### src/rtl/sp_com_align.sv
// rtl/sp_com_align.sv - serial comma aligner: locks byte framing on repeated COM symbols
// and emits aligned bytes with a boundary strobe until the COM gap limit is exceeded.
module sp_com_align #(
    parameter logic [7:0] COM_SYMBOL = 8'hBC,
    parameter int          SYNC_COUNT = 4,
    parameter int          MAX_GAP    = 32
) (
    input  logic       clk_32f,
    input  logic       reset,
    input  logic       data_in,
    output logic [7:0] data_out,
    output logic       valid_out,
    output logic       byte_strobe,
    output logic       active
);

    localparam int CW = $clog2(SYNC_COUNT + 1);
    localparam int GW = $clog2(MAX_GAP + 1);
    localparam logic [CW-1:0] COM_LAST = CW'(SYNC_COUNT - 1);
    localparam logic [GW-1:0] GAP_LAST = GW'(MAX_GAP - 1);

    typedef enum logic [1:0] {
        ST_SEARCH,
        ST_ALIGN,
        ST_ACTIVE
    } state_t;

    state_t        state_q, state_d;
    logic [7:0]    shift_q, shift_d;
    logic [2:0]    bit_cnt_q, bit_cnt_d;
    logic [CW-1:0] com_cnt_q, com_cnt_d;
    logic [GW-1:0] gap_cnt_q, gap_cnt_d;
    logic [7:0]    data_out_q, data_out_d;
    logic          valid_q, valid_d;
    logic          strobe_q, strobe_d;
    logic          active_q, active_d;

    logic [7:0]    candidate;
    logic          is_com;
    logic          boundary;

    assign candidate = {shift_q[6:0], data_in};
    assign is_com    = (candidate == COM_SYMBOL);
    assign boundary  = (bit_cnt_q == 3'd7);

    always_ff @(posedge clk_32f or negedge reset) begin
        if (!reset) begin
            state_q    <= ST_SEARCH;
            shift_q    <= '0;
            bit_cnt_q  <= '0;
            com_cnt_q  <= '0;
            gap_cnt_q  <= '0;
            data_out_q <= '0;
            valid_q    <= 1'b0;
            strobe_q   <= 1'b0;
            active_q   <= 1'b0;
        end else begin
            state_q    <= state_d;
            shift_q    <= shift_d;
            bit_cnt_q  <= bit_cnt_d;
            com_cnt_q  <= com_cnt_d;
            gap_cnt_q  <= gap_cnt_d;
            data_out_q <= data_out_d;
            valid_q    <= valid_d;
            strobe_q   <= strobe_d;
            active_q   <= active_d;
        end
    end

    always_comb begin
        state_d    = state_q;
        shift_d    = candidate;
        bit_cnt_d  = bit_cnt_q;
        com_cnt_d  = com_cnt_q;
        gap_cnt_d  = gap_cnt_q;
        data_out_d = data_out_q;
        valid_d    = valid_q;
        strobe_d   = 1'b0;
        active_d   = active_q;

        case (state_q)
            ST_SEARCH: begin
                // Any bit position may match here; the match defines the framing.
                bit_cnt_d = 3'd0;
                valid_d   = 1'b0;
                active_d  = 1'b0;
                if (is_com) begin
                    com_cnt_d = CW'(1);
                    state_d   = ST_ALIGN;
                end
            end

            ST_ALIGN: begin
                bit_cnt_d = bit_cnt_q + 3'd1;
                valid_d   = 1'b0;
                if (boundary) begin
                    if (is_com) begin
                        if (com_cnt_q == COM_LAST) begin
                            state_d   = ST_ACTIVE;
                            active_d  = 1'b1;
                            gap_cnt_d = '0;
                        end else begin
                            com_cnt_d = com_cnt_q + CW'(1);
                        end
                    end else begin
                        state_d   = ST_SEARCH;
                        com_cnt_d = '0;
                    end
                end
            end

            ST_ACTIVE: begin
                bit_cnt_d = bit_cnt_q + 3'd1;
                if (boundary) begin
                    if (is_com) begin
                        data_out_d = candidate;
                        strobe_d   = 1'b1;
                        valid_d    = 1'b0;
                        gap_cnt_d  = '0;
                    end else if (gap_cnt_q == GAP_LAST) begin
                        // Too long without a comma: drop this byte and hunt again.
                        state_d   = ST_SEARCH;
                        active_d  = 1'b0;
                        valid_d   = 1'b0;
                        com_cnt_d = '0;
                        gap_cnt_d = '0;
                        bit_cnt_d = 3'd0;
                    end else begin
                        data_out_d = candidate;
                        strobe_d   = 1'b1;
                        valid_d    = 1'b1;
                        gap_cnt_d  = gap_cnt_q + GW'(1);
                    end
                end
            end

            default: begin
                state_d = ST_SEARCH;
            end
        endcase
    end

    assign data_out    = data_out_q;
    assign valid_out   = valid_q;
    assign byte_strobe = strobe_q;
    assign active      = active_q;

endmodule
### config.mk
export PLATFORM = sky130hd
export DESIGN_NAME = sp_com_align
export DESIGN_NICKNAME = d
export VERILOG_FILES = /design/src/rtl/sp_com_align.sv
export SDC_FILE = /design/constraint.sdc
export NUM_CORES = 1
export LEC_CHECK = 0
export BUFFER_PORTS_ARGS = -buffer_cell sky130_fd_sc_hd__buf_2
export CAP_MARGIN = 10
export CELL_PAD_IN_SITES_DETAIL_PLACEMENT = 0
export CELL_PAD_IN_SITES_GLOBAL_PLACEMENT = 1
export CORE_MARGIN = 1
export CORE_UTILIZATION = 30
export CTS_CLUSTER_SIZE = 12
export DETAILED_ROUTE_END_ITERATION = 7
export GPL_ROUTABILITY_DRIVEN = 0
export PLACE_DENSITY = 0.56
export SYNTH_ARGS = -nofsm -noshare
export SYNTH_HDL_FRONTEND = slang
export SYNTH_SLANG_ARGS = --single-unit
### constraint.sdc
create_clock -name clk_32f -period 3.7 [get_ports clk_32f]
set_clock_uncertainty 0.15 [all_clocks]
set_input_delay 0.37 -clock clk_32f [delete_from_list [all_inputs] [get_ports clk_32f]]
set_output_delay 0.37 -clock clk_32f [all_outputs]
set_load 0.02 [all_outputs]
==> impl_metrics.ini, run 1 <==
[setup_path]
crit_path_end_kind = flop
cp.required_ns = 3.72
startpoint = com_cnt_q[0]
crit_end = gap_cnt_q[2]
reg2reg_slack_ns = 1.54
critical_path_class = reg2reg
r2r_cells = 7
critPathMaxFanout = 5
arrival_ns = 2.18
reg2reg_from = com_cnt_q[0]
start_kind = flop
r2r_end = gap_cnt_q[2]

[cts]
clk_pin_slew_ns = 0.07
htreeDepth = 2
cts_setup_buffers = 0
cts_sinks = 32
cts-buffers-inserted = 5
ctsHoldBuffers = 0
root_buffer = clkbuf_8
cts_repair_resize_count = 0
cts.path.max_buffers = 2
cts_tree = done
insertion_delay_ns = 0.28

[timing]
tns_ns = 0
fin_crit_sh_pct = 58.3
drv_slew = 0
whs_ns = -0.0150
hold_viol_final = 22
slew_headroom_pct = 53.4
finalCriticalPeriod_ns = 2.16
fmax_mhz = 463
setup_ws_ns = 1.54
tightest_slew_ns = 0.699
setup_viol = 0
rsz0062_at_grt = false

[die]
die_w_um = 73.4
chipHeight_um = 73.4
io_pins = 14
initial_core_util_pct = 31.7
core_um2 = 4820
fp.dieArea_um2 = 5390
fp-row-count = 25

[pwr]
pwr-share-clk_pct = 35.2
internal_power_mw = 0.662
p_sw_share_pct = 28.9
power_frac_comb_pct = 22.4
pwr-share-seq_pct = 42.4
power_leakage_nw = 0.868
vdd_drop_max_v = 0.000243
p_per_area_nw_per_um2 = 523
netSwitchingPower_mw = 0.269

[drt]
drcViolationCount = 0
wl_per_cell_um = 13.2
avgViaCountPerCell = 4.73
routed_wl_um = 2810
drtIter0Drc = 23
postRouteAntennaNets = 0
dr.pass1.iters = 4
vias = 1003

[place]
hpwl_um = 2040
dp_cells = 204
post-place-ws_ns = 1.55
port_buffers = 13

[run_status]
outcome = finished, violations left
violations = negative hold slack

[synthesis]
syn_nets = 138
synthArstFlopShare_pct = 100
synth.avg_cell_area_um2 = 12.2
synthCells = 125
yosysWarnings = 0
yosysSeqAreaShare_pct = 52.4
synth-seq-cells = 32
ys_types = 41
netlist_area_um2 = 1530
synth_edf_count = 0
synth_flop_cell = dfrtp_1

[global_routing]
antenna_found_initial = 0
grt_use_total_pct = 12.3
gr-total-overflow = 0
first_global_vias = 991
grt_max_degree = 33
grt_pass1_wl_um = 4860

[layout]
final_cell_mix = 32 x dfrtp_1, 13 x buf_2, 10 x inv_1, 10 x mux2_2, 10 x ha_1
syn_to_final_growth_pct = 16.5
fin_cells = 212
fin_util_pct = 37.0
final_common_cell = dfrtp_1
nNetsFinal = 157
drive_above_1_share_pct = 29.0
antenna_cells = 0

[hold_path]
hp-class = in2async

[run]
drv_cap = 0
==> flip-flops by register name, summed over array words and instances (netlist names) <==
register and cells:
byte_strobe 1, shift_q 7, com_cnt_q 3, bit_cnt_q 3, gap_cnt_q 6, data_out 8
active 1, valid_out 1, state_q 2
==> critical path, stage by stage, from the launching register on <==
cell	delay, ns
dfrtp_1	0.38
ha_1	0.16
ha_1	0.22
inv_1	0.07
or4_4	0.55
a21oi_2	0.24
o21ai_1	0.10
a21o_1	0.18
==> per-stage QoR <==
step                total power, mW  cell area [um^2]
detailed placement            0.611              1670
finish                        0.931              1780
floorplan                     0.563              1530
global placement              0.606              1670
global route                  0.982              1780
CTS                           0.945              1780
==> synth_stat cells (2+ instances only) <==
cell type	count	area [um^2]
a31oi_1	3	18.8
a22o_1	3	26.3
and3_1	2	12.5
a21o_1	2	15.0
ha_1	10	125
nor2_1	3	11.3
o22ai_1	3	18.8
nor2b_1	2	12.5
a21oi_1	2	10.0
nand3_1	4	20.0
dfrtp_1	32	801
inv_1	10	37.5
mux2_2	10	113
mux2i_1	2	20.0
o21ai_0	2	10.0
o21ai_1	3	15.0
nand2_1	6	22.5
nand4_1	3	18.8
==> layout make-up <==
| type | instances | area [um^2] |
|---|---|---|
| timing repair buffer | 13 | 65.1 |
| inverter | 10 | 37.5 |
| fill | 497 | 3040 |
| clock inverter | 2 | 35.0 |
| clock buffer | 6 | 72.6 |
| multi-input combinational | 82 | 687 |
| sequential | 32 | 801 |
| tap | 67 | 83.8 |
==> metal layers <==
metal  GRT usage (%)  part of all wire (%)  wire [um]  vias up
met5               0                     0          0        -
met3            3.29                   3.7        103        2
li1                -                     -          -      493
met4            6.41                   1.0         29        0
met1            15.8                    50       1410      489
met2            19.0                    45       1260       19
==> power groups by stage <==
stage / clock, mW / sequential (mW) / combinational, mW
final: 0.328 / 0.395 / 0.209
after floorplan: 0 / 0.395 / 0.168
after global routing: 0.350 / 0.397 / 0.235
after CTS: 0.339 / 0.395 / 0.211
after detailed placement: 0 / 0.400 / 0.211
after global placement: 0 / 0.400 / 0.207
==> cell families (layout without fill, tap and decap cells) <==
logic type	after synthesis	count (layout)	synth area share [%]
buffers and inverters	11	31	2.70
AND/OR/NAND/NOR	32	32	13.6
adder cells (fa/ha/maj)	10	10	8.18
multiplexers	14	14	10.4
flip-flops	32	32	52.4
AO/OA/AOI/OAI	26	26	12.8
==> how the worst min path moves through the flow <==
stage              endpoint  slack [ns]  depth (start not counted)
3_5_place_dp     shift_q[6]        0.23                          0
4_1_cts        gap_cnt_q[4]        0.02                          1
3_3_place_gp     shift_q[6]        0.22                          0
5_1_grt        com_cnt_q[0]        0.05                          1
6_report       com_cnt_q[0]       -0.02                          1
2_1_floorplan        active       -0.08                          0
No activity file was read; power rests on OpenSTA's default activity.
==> run 2: changes to the inputs <==
PLACE_DENSITY = 0.58   (was 0.56)
clock period = 1.9 ns   (was 3.7 ns; I/O delays follow)
==> impl_metrics.ini, run 2 (same netlist as run 1, synthesis figures left out) <==
[place]
place_area_um2 = 1910
dp_cells = 231
port_buffers = 13
hpwl_um = 2380
post-place-ws_ns = -0.0731

[cts]
htreeDepth = 2
insertion_delay_ns = 0.28
cts-buffers-inserted = 5
root_buffer = clkbuf_8
cts_sinks = 32
cts_tree = done
cts.path.max_buffers = 2
clk_pin_slew_ns = 0.08

[setup_path]
critPathMaxFanout = 5
arrival_ns = 2.00
crit_path_end_kind = flop
start_kind = flop
cp.required_ns = 1.93
critical_path_class = reg2reg

[run]
drv_cap = 0

[drt]
wl_per_cell_um = 13.5
dr.pass1.iters = 4
drtIter0Drc = 43
vias = 1183
drcViolationCount = 0
routed_wl_um = 3360
postRouteAntennaNets = 0
avgViaCountPerCell = 4.75

[layout]
largest_reg_flops = 8
nFillCells = 474
fin_cells = 249
design_area_um2 = 2160
drive_above_1_share_pct = 49.5
final_common_cell = buf_4
syn_to_final_growth_pct = 41.5
antenna_cells = 0
fin_util_pct = 44.9
nNetsFinal = 194
final_cell_mix = 34 x buf_4, 32 x dfrtp_1, 13 x buf_2

[die]
fp.dieArea_um2 = 5390
core_um2 = 4820
io_pins = 14
initial_core_util_pct = 31.7
fp-row-count = 25
die_w_um = 73.4
chipHeight_um = 73.4

[global_routing]
first_global_vias = 1193
grt_use_total_pct = 13.7
gr-total-overflow = 0
grt_max_degree = 33
antenna_found_initial = 0
grt_pass1_wl_um = 5460

[hold_path]
hp-class = in2reg

[timing]
whs_ns = 0.0314
setup_ws_ns = -0.0742
tns_ns = -0.447
fmax_mhz = 507
hold_viol_final = 0
rsz0062_at_grt = true
tightest_slew_ns = 0.691
setup_viol = 9
slew_headroom_pct = 54.0
drv_slew = 0
finalCriticalPeriod_ns = 1.97
fin_crit_sh_pct = 104

[pwr]
p_per_area_nw_per_um2 = 953
vdd_drop_max_v = 0.000726
finalPower_mw = 2.06
power_leakage_nw = 1.07

[run_status]
outcome = finished, violations left
violations = negative setup slack
-- run 2: changes by cell type in the layout (fill, tap and decap cells not counted), moves of 2 or more --
cell / before / now
buf_4: 0 / 34
ha_2: 0 / 3
ha_1: 10 / 6
dlygate4sd3_1: 0 / 2
-- run 2: per-layer routing --
layer  global-route usage (%)  share of wire, %
met1                     17.2                47
met2                     21.8                49
met3                     4.12               2.6
met4                     5.98               1.8
met5                        0                 0
-- run 2: final timing paths --
| path | from | endpoint | slack, ns | depth (start not counted) |
|---|---|---|---|---|
| setup / recovery | com_cnt_q[0] | gap_cnt_q[4] | -0.07 | 7 |
| hold / removal | data_in | data_out[0] | 0.03 | 2 |
| setup reg to reg | com_cnt_q[0] | gap_cnt_q[4] | -0.07 | 7 |
| hold reg to reg | shift_q[5] | shift_q[6] | 0.34 | 1 |
| max in group asynchronous | reset | shift_q[1] | 0.81 | 2 |
| min in group asynchronous | reset | state_q[0] | 0.34 | 2 |
-- run 2: what timing repair did --
item | 4_1_cts | 5_1_grt
pin swaps | 0 | 7
hold endpoints to repair | 33 | 0
buffers inserted | 2 | 6
gates resized for setup | 8 | 3
hold buffers | 2 | 0
setup endpoints to repair | 18 | 15
-- run 2: cell type report --
cell class                 count  area (um^2)  share of cell area (%)
inverter                      10         37.5                    1.74
tap                           67         83.8                    3.88
timing repair buffer          50          352                    16.3
clock buffer                   5         68.8                    3.18
sequential                    32          801                    37.0
clock inverter                 3         46.3                    2.14
multi-input combinational     82          774                    35.8
-- run 2: where the power goes --
group | leakage [nW] | switching [mW] | internal (mW) | total (mW)
Combinational | 0.588 | 0.306 | 0.322 | 0.628
Sequential | 0.425 | 0.0309 | 0.728 | 0.759
Clock | 0.0548 | 0.281 | 0.395 | 0.676
Total | 1.07 | 0.617 | 1.45 | 2.06
-- run 2: critical path, cell delays in order, from the launching register on --
cell	delay [ns]
dfrtp_1	0.36
ha_2	0.19
ha_4	0.13
inv_2	0.03
or4_4	0.54
a21oi_4	0.20
o21ai_1	0.09
a22o_1	0.18
==> run 3: changes to the inputs <==
CORE_UTILIZATION = 40   (was 30)
PLACE_DENSITY = 0.73   (was 0.58)
==> impl_metrics.ini, run 3 (same netlist as run 1, synthesis figures left out) <==
[layout]
antenna_cells = 0
multi_input_area_um2 = 798
drive_above_1_share_pct = 52.2
final_cell_mix = 33 x buf_4, 32 x dfrtp_1, 13 x buf_2
syn_to_final_growth_pct = 40.3
design_area_um2 = 2140
largest_reg_flops = 8
nNetsFinal = 194
nFillCells = 305
register_area_um2 = 801
final_common_cell = buf_4

[cts]
root_buffer = clkbuf_8
htreeDepth = 2
cts_tree = done
clk_pin_slew_ns = 0.08
cts_sinks = 32
cts-buffers-inserted = 5
insertion_delay_ns = 0.29
cts.path.max_buffers = 2

[die]
fp-row-count = 22
fp.dieArea_um2 = 4070
die_w_um = 63.8
core_um2 = 3660
chipHeight_um = 63.8
initial_core_util_pct = 41.8
io_pins = 14

[hold_path]
min-delay-start = data_in
holdPathEnd = data_out[0]
hp-class = in2reg
min_path_cells = 2

[drt]
wl_per_cell_um = 14.0
vias = 1157
postRouteAntennaNets = 0
dr.pass1.iters = 4
avgViaCountPerCell = 5.03
drcViolationCount = 0
drtIter0Drc = 29
routed_wl_um = 3210

[setup_path]
arrival_ns = 2.06
r2r_end = gap_cnt_q[4]
r2r_cells = 7
critPathMaxFanout = 5
crit_path_end_kind = flop
cp.required_ns = 1.92
reg2reg_from = com_cnt_q[0]
start_kind = flop
critical_path_class = reg2reg
reg2reg_slack_ns = -0.14

[timing]
slew_headroom_pct = 54.8
tns_ns = -0.868
setup_viol = 11
drv_slew = 0
setup_ws_ns = -0.140
fin_crit_sh_pct = 107
fmax_mhz = 490
rsz0062_at_grt = true
tightest_slew_ns = 0.678
hold_viol_final = 0
finalCriticalPeriod_ns = 2.04

[global_routing]
grt_max_degree = 33
grt_use_total_pct = 17.6
gr-total-overflow = 0
antenna_found_initial = 0
first_global_vias = 1154
grt_pass1_wl_um = 5290

[pwr]
p_per_area_nw_per_um2 = 899
power_leakage_nw = 1.04
finalPower_mw = 1.93
vdd_drop_max_v = 0.000732

[run_status]
violations = negative setup slack
outcome = finished, violations left

[run]
drv_cap = 0

[place]
hpwl_um = 2240
port_buffers = 13
place_area_um2 = 1900
==> run 3: critical path, cell delays in order, from the launching register on <==
cell and delay (ns):
dfrtp_1 0.37, ha_2 0.20, ha_4 0.13, inv_2 0.03
or4_4 0.55, a21oi_4 0.21, o21ai_1 0.10, a22o_1 0.18
==> run 3: metal layers <==
metal	part of all wire, %	GRT usage, %
met3	2.7	5.36
met4	1.9	8.52
met1	46	21.8
met2	49	27.8
met5	0	0
==> run 3: through the flow <==
stage               util [%]  hold slack, ns  worst slack (ns)  instances
global route            58.6          0.0150            -0.233        230
CTS                     56.0          0.0138            -0.118        226
finish                  58.6          0.0204            -0.140        230
global placement        51.8           0.121           -0.0380        213
detailed placement      51.8           0.126            -0.115        213
floorplan                  -          -0.256          -0.00803        125
==> run 3: power breakdown <==
part           internal, mW  total [mW]  switching [mW]
logic                 0.322       0.633           0.312
clock network         0.259       0.530           0.271
registers             0.729       0.765          0.0364
total                  1.31        1.93           0.619
==> run 3: worst max-delay path by stage <==
stage          cells past startpoint           end         start
6_report                           7  gap_cnt_q[4]  com_cnt_q[0]
3_3_place_gp                       7  gap_cnt_q[4]  com_cnt_q[1]
2_1_floorplan                      7  gap_cnt_q[4]  com_cnt_q[0]
3_5_place_dp                       8  gap_cnt_q[0]  com_cnt_q[0]
4_1_cts                            7  gap_cnt_q[4]  com_cnt_q[1]
5_1_grt                            7  gap_cnt_q[0]  com_cnt_q[0]
==> run 3: timing repair <==
item / CTS / global route
hold endpoints to repair: 33 / 0
resized for setup: 6 / 12
buffers inserted: 3 / 4
endpoints found under the setup margin: 19 / 22
pin swaps: 4 / 4
hold buffers: 2 / 0
==> run 3: cell type report <==
class / count / area share [%]
sequential: 32 / 37.3
multi-input combinational: 82 / 37.2
timing repair buffer: 50 / 16.6
clock buffer: 5 / 3.21
tap: 48 / 2.80
inverter: 10 / 1.75
clock inverter: 3 / 1.11
